**src/rtl/jms_serial_rx.sv**
```systemverilog
// Framed serial receiver: start bit, WIDTH data bits LSB first, optional even parity, stop bit.
// Good frames are delivered through a one-entry valid/ready holding register with sticky errors.
module jms_serial_rx #(
  parameter int unsigned WIDTH     = 8,
  parameter int unsigned PARITY_EN = 1
) (
  input  logic             clk,
  input  logic             rst_n,
  input  logic             bit_en,
  input  logic             rx,
  input  logic             out_ready,
  input  logic             err_clr,
  output logic [WIDTH-1:0] out_data,
  output logic             out_valid,
  output logic             parity_err,
  output logic             frame_err,
  output logic             overrun,
  output logic             busy
);

  localparam int unsigned CW = (WIDTH > 1) ? $clog2(WIDTH) : 1;
  localparam logic [CW-1:0] LastBit = CW'(WIDTH - 1);

  typedef enum logic [2:0] {StIdle, StData, StParity, StStop, StBreak} state_e;

  state_e           state;
  logic [CW-1:0]    cnt;
  logic [WIDTH-1:0] shreg;
  logic             par;

  logic pop, par_ok, stop_ok, accept, take;

  always_comb begin
    pop     = out_valid & out_ready;
    par_ok  = (PARITY_EN == 0) || !par;
    stop_ok = bit_en && (state == StStop) && rx;
    accept  = stop_ok && par_ok;
    // A pop in the same cycle frees the holding register for the new word.
    take    = accept && (!out_valid || out_ready);
  end

  always_ff @(posedge clk or negedge rst_n) begin
    if (!rst_n) begin
      state      <= StIdle;
      cnt        <= '0;
      shreg      <= '0;
      par        <= 1'b0;
      out_data   <= '0;
      out_valid  <= 1'b0;
      parity_err <= 1'b0;
      frame_err  <= 1'b0;
      overrun    <= 1'b0;
      busy       <= 1'b0;
    end else begin
      // Clears come first so that a simultaneous set below wins.
      if (err_clr) begin
        parity_err <= 1'b0;
        frame_err  <= 1'b0;
        overrun    <= 1'b0;
      end

      if (take) begin
        out_data  <= shreg;
        out_valid <= 1'b1;
      end else if (pop) begin
        out_valid <= 1'b0;
      end
      if (accept && !take) overrun <= 1'b1;
      if (stop_ok && !par_ok) parity_err <= 1'b1;

      if (bit_en) begin
        unique case (state)
          StIdle: begin
            if (!rx) begin
              state <= StData;
              cnt   <= '0;
              par   <= 1'b0;
              busy  <= 1'b1;
            end
          end
          StData: begin
            shreg[cnt] <= rx;
            par        <= par ^ rx;
            if (cnt == LastBit) begin
              state <= (PARITY_EN != 0) ? StParity : StStop;
            end else begin
              cnt <= cnt + CW'(1);
            end
          end
          StParity: begin
            par   <= par ^ rx;
            state <= StStop;
          end
          StStop: begin
            if (rx) begin
              state <= StIdle;
              busy  <= 1'b0;
            end else begin
              frame_err <= 1'b1;
              state     <= StBreak;
            end
          end
          StBreak: begin
            if (rx) begin
              state <= StIdle;
              busy  <= 1'b0;
            end
          end
          default: begin
            state <= StIdle;
            busy  <= 1'b0;
          end
        endcase
      end
    end
  end

endmodule

```
**config.mk**
```make
export PLATFORM = sky130hd
export DESIGN_NAME = jms_serial_rx
export DESIGN_NICKNAME = d
export VERILOG_FILES = /design/src/rtl/jms_serial_rx.sv
export SDC_FILE = /design/constraint.sdc
export NUM_CORES = 1
export LEC_CHECK = 0
export BUFFER_PORTS_ARGS = -buffer_cell sky130_fd_sc_hd__clkbuf_2
export CAP_MARGIN = 20
export CORE_ASPECT_RATIO = 1.5
export CORE_MARGIN = 8
export CORE_UTILIZATION = 55
export DETAILED_ROUTE_END_ITERATION = 10
export GPL_TIMING_DRIVEN = 0
export HOLD_SLACK_MARGIN = 0.1
export PLACE_DENSITY = 0.86
export REMOVE_ABC_BUFFERS = 1
export SLEW_MARGIN = 15
export SYNTH_ARGS = -nofsm -noshare
export SYNTH_HDL_FRONTEND = slang
export SYNTH_SLANG_ARGS = --single-unit
```
**constraint.sdc**
```tcl
create_clock -name clk -period 1.8 [get_ports clk]
set_input_delay 0.18 -clock clk [delete_from_list [all_inputs] [get_ports clk]]
set_output_delay 0.18 -clock clk [all_outputs]
set_load 0.05 [all_outputs]
```
==> summary.txt <==
Layout
  – Most common cell after layout, fill and taps aside: dfrtp_1
  – Fill cells: approximately 170
  – FF/Latch Area: roughly 710 µm²
  – Most frequent cells in the layout: dfrtp_1, clkbuf_2, mux2_2
  – Layout Nets: between 100 and 150
  – Multi-input gate area: about 580 µm²
  – Layout Cells excl Fill: roughly 150
  – Share of cells above drive strength 1: about two fifths
  – Antenna cells: 0
  – Area Overhead vs Synth: 13.5%
  – Final core utilization: roughly 66%

Setup path
  – Worst Setup End Kind: register
  – R2R setup slack: around 0.10 ns
  – Critical setup path kind: register to register
  – Crit path required time: 2.02 ns
  – Worst EP arrival: around 1.9 ns
  – FF-to-FF Start: state[2]$_DFFE_PN0P_
  – Worst setup startpoint: state[2]$_DFFE_PN0P_
  – Worst Path Max Fanout: 9
  – Worst setup SP type: register

Power
  – Clock power share: between 10% and 20%
  – Sw Ratio: a little over a third
  – Peak VDD IR: between 0.0007 and 0.0008 V
  – Pwr Density: about 1300 nW/µm²
  – Pleak: roughly 0.72 nW
  – Pint: ~1.2 mW
  – Comb power frac: about 30%
  – Psw: 0.684 mW
  – Seq pwr share: 53.4%

Route
  – Post-route DRC: 0
  – Vias: roughly 910
  – Initial drt markers: 28
  – TritonRoute pass-1 iters: 5
  – Routed len/inst: 15.5 µm
  – Routed Antenna Nets: 0
  – Routed wire length: 2.29 mm
  – Vias per cell: 6.14

Floorplanning
  – Die width: around 56 µm
  – Core ar.: approximately 2300 µm²
  – Initial Utilization: approximately 58%
  – Num ports: 19
  – Die ar.: roughly 4200 µm²
  – Die Y: around 76 µm
  – Std cell rows: 21

Clock network
  – Clk pin slew, worst setup/hold paths: roughly 0.15 ns
  – CTS tree: built
  – Longest Clk Path Bufs: 2
  – Clock latency at the later pin of the worst-skew pair: 0.33 ns
  – CTS sink cnt: 28
  – CTS H-Tree Depth: 1
  – Root buffer cell: clkbuf_4
  – CTS Buf Count: 3

Timing
  – # setup viols final: 0
  – Clock skew: between 0.01 and 0.015 ns
  – Fin worst setup slack: 0.0998 ns
  – RSZ-0062 raised after global routing: false
  – Post-layout min period: 1.70 ns
  – Tcrit/Tclk final: between 90% and 100%
  – Max_slew headroom: a little under three fifths
  – Worst hold slack: 0.121 ns
  – Max-slew violation count: 0
  – Final hold vios: 0
  – Peak Freq: approximately 600 MHz
  – Worst-margin pin slew: approximately 0.67 ns

Yosys
  – Seq/Total Area, Yosys: a little over half
  – Gate Count Post-Synth: between 100 and 150
  – Mapped Area: approximately 1300 µm²
  – Post-synthesis adder-cell area fraction: under 10%
  – Synth Flop Type: dfrtp_1
  – FF+latch count, synth: 28
  – Async set or reset register ratio after synthesis: 100%
  – XOR/XNOR Fraction of Synth Area: less than 1%
  – Post-synth EDFFs: 0
  – Ys Warns: 0
  – Synth unique cells: 30
  – Syn avg cell area: 12.3 µm²
  – Compound-Gate Fraction of Synth Area: about an eighth
  – Largest family of logic cells by synthesized area: multiplexers
  – Simple-gate share of the synthesized area: between 10 and 15%
  – Mux cell area share after synthesis: 13.7%

Worst hold path
  – Min-Delay Path Class: input port to register
  – Hold_sp: out_ready

Global route
  – First-pass GRT wire length: between 4 and 5 mm
  – Number of global-route vias before repair: between 900 and 1000
  – Initial antenna violation count: 0
  – Largest net degree at the start of global routing: 29
  – Grt ovf: 0
  – Total track usage: roughly 11%

Outcome
  – Status: complete, no violations

Place
  – Dpl ws: -0.0970 ns
  – Post-Place Cells: around 140
  – DPL Wire Length: 1.61 mm
  – GPL Wtd Cong: between 0.7 and 0.8
  – IO Port Bufs: 18

Flow run
  – Max-cap violations: 0
power groups by stage:
stage          clock network (mW)  registers, mW  logic, mW
2_1_floorplan                   0           1.07      0.352
3_3_place_gp                    0          0.993      0.548
3_5_place_dp                    0           1.01      0.574
4_1_cts                     0.309          0.999      0.582
5_1_grt                     0.331           1.05      0.645
6_report                    0.302           1.01      0.580
Yosys cell counts (2+ instances only):
cell	number	area share [%]
o31ai_1	2	1.1
ha_1	2	1.9
dfrtp_1	28	53
inv_1	7	2.0
nand3_1	3	1.1
nor4b_1	2	1.3
o211ai_1	2	1.1
nand2_1	3	0.85
nand4b_1	3	2.0
a22o_1	6	4.0
o21ai_0	5	1.9
mux2_2	16	14
clkbuf_1	7	2.0
o22ai_1	4	1.9
nor2_1	2	0.57
metal layers:
layer	track usage [%]	wire [µm]	vias up
met4	5.80	44	0
li1	-	-	435
met1	11.9	954	451
met5	0	0	-
met2	19.7	1200	17
met3	3.50	92	5
layout make-up:
cell class / count / area share, %
Tap cell: 23 / 1.92
Inverter: 7 / 1.76
Sequential cell: 28 / 47.3
Multi-Input combinational cell: 65 / 38.7
Clock buffer: 4 / 2.43
Timing Repair Buffer: 21 / 7.87
kinds of logic (layout without fill, tap and decap cells):
logic type,count (synthesis),after routing
compound gates,24,24
simple gates,22,22
xor+xnor,1,1
fa+ha+maj,2,2
flops,28,28
buf+inv,14,32
mux,16,16
registers in the layout, summed over array words and instances, names as in the netlist:
name / count
busy: 1
cnt: 3
frame_err: 1
out_data: 8
out_valid: 1
overrun: 1
par: 1
parity_err: 1
shreg: 8
state: 3
final timing paths:
path                                           endpoint  depth (start not counted)
worst min register to register  out_data[5]$_DFFE_PN0P_                          1
max in group asynchronous            cnt[1]$_DFFE_PN0P_                          2
worst min-delay path              out_valid$_DFFE_PN0P_                          3
worst max-delay path            out_data[0]$_DFFE_PN0P_                          4
worst max register to register  out_data[0]$_DFFE_PN0P_                          4
min in group asynchronous           overrun$_DFFE_PN0P_                          2
worst max-delay path, stage by stage (launching register included):
cell and delay, ns:
dfrtp_2 0.50, nand4b_4 0.24, nor4b_4 0.30, buf_4 0.21, mux2_2 0.34
timing repair:
action                                  CTS  global route
hold buffers                              2             0
pin swaps                                 1             0
buffers inserted                          1             0
hold endpoints to repair                 31             0
endpoints found under the setup margin   11            12
resized for setup                         1             6
per-stage QoR:
step / area, µm² / total power [mW] / TNS [ns]
floorplan: 1290 / 1.43 / 0
global placement: 1410 / 1.54 / -0.299
detailed placement: 1410 / 1.59 / -0.782
CTS: 1480 / 1.89 / 0
global route: 1500 / 2.02 / 0
finish: 1500 / 1.89 / 0
No activity file was read; power rests on OpenSTA's default activity.
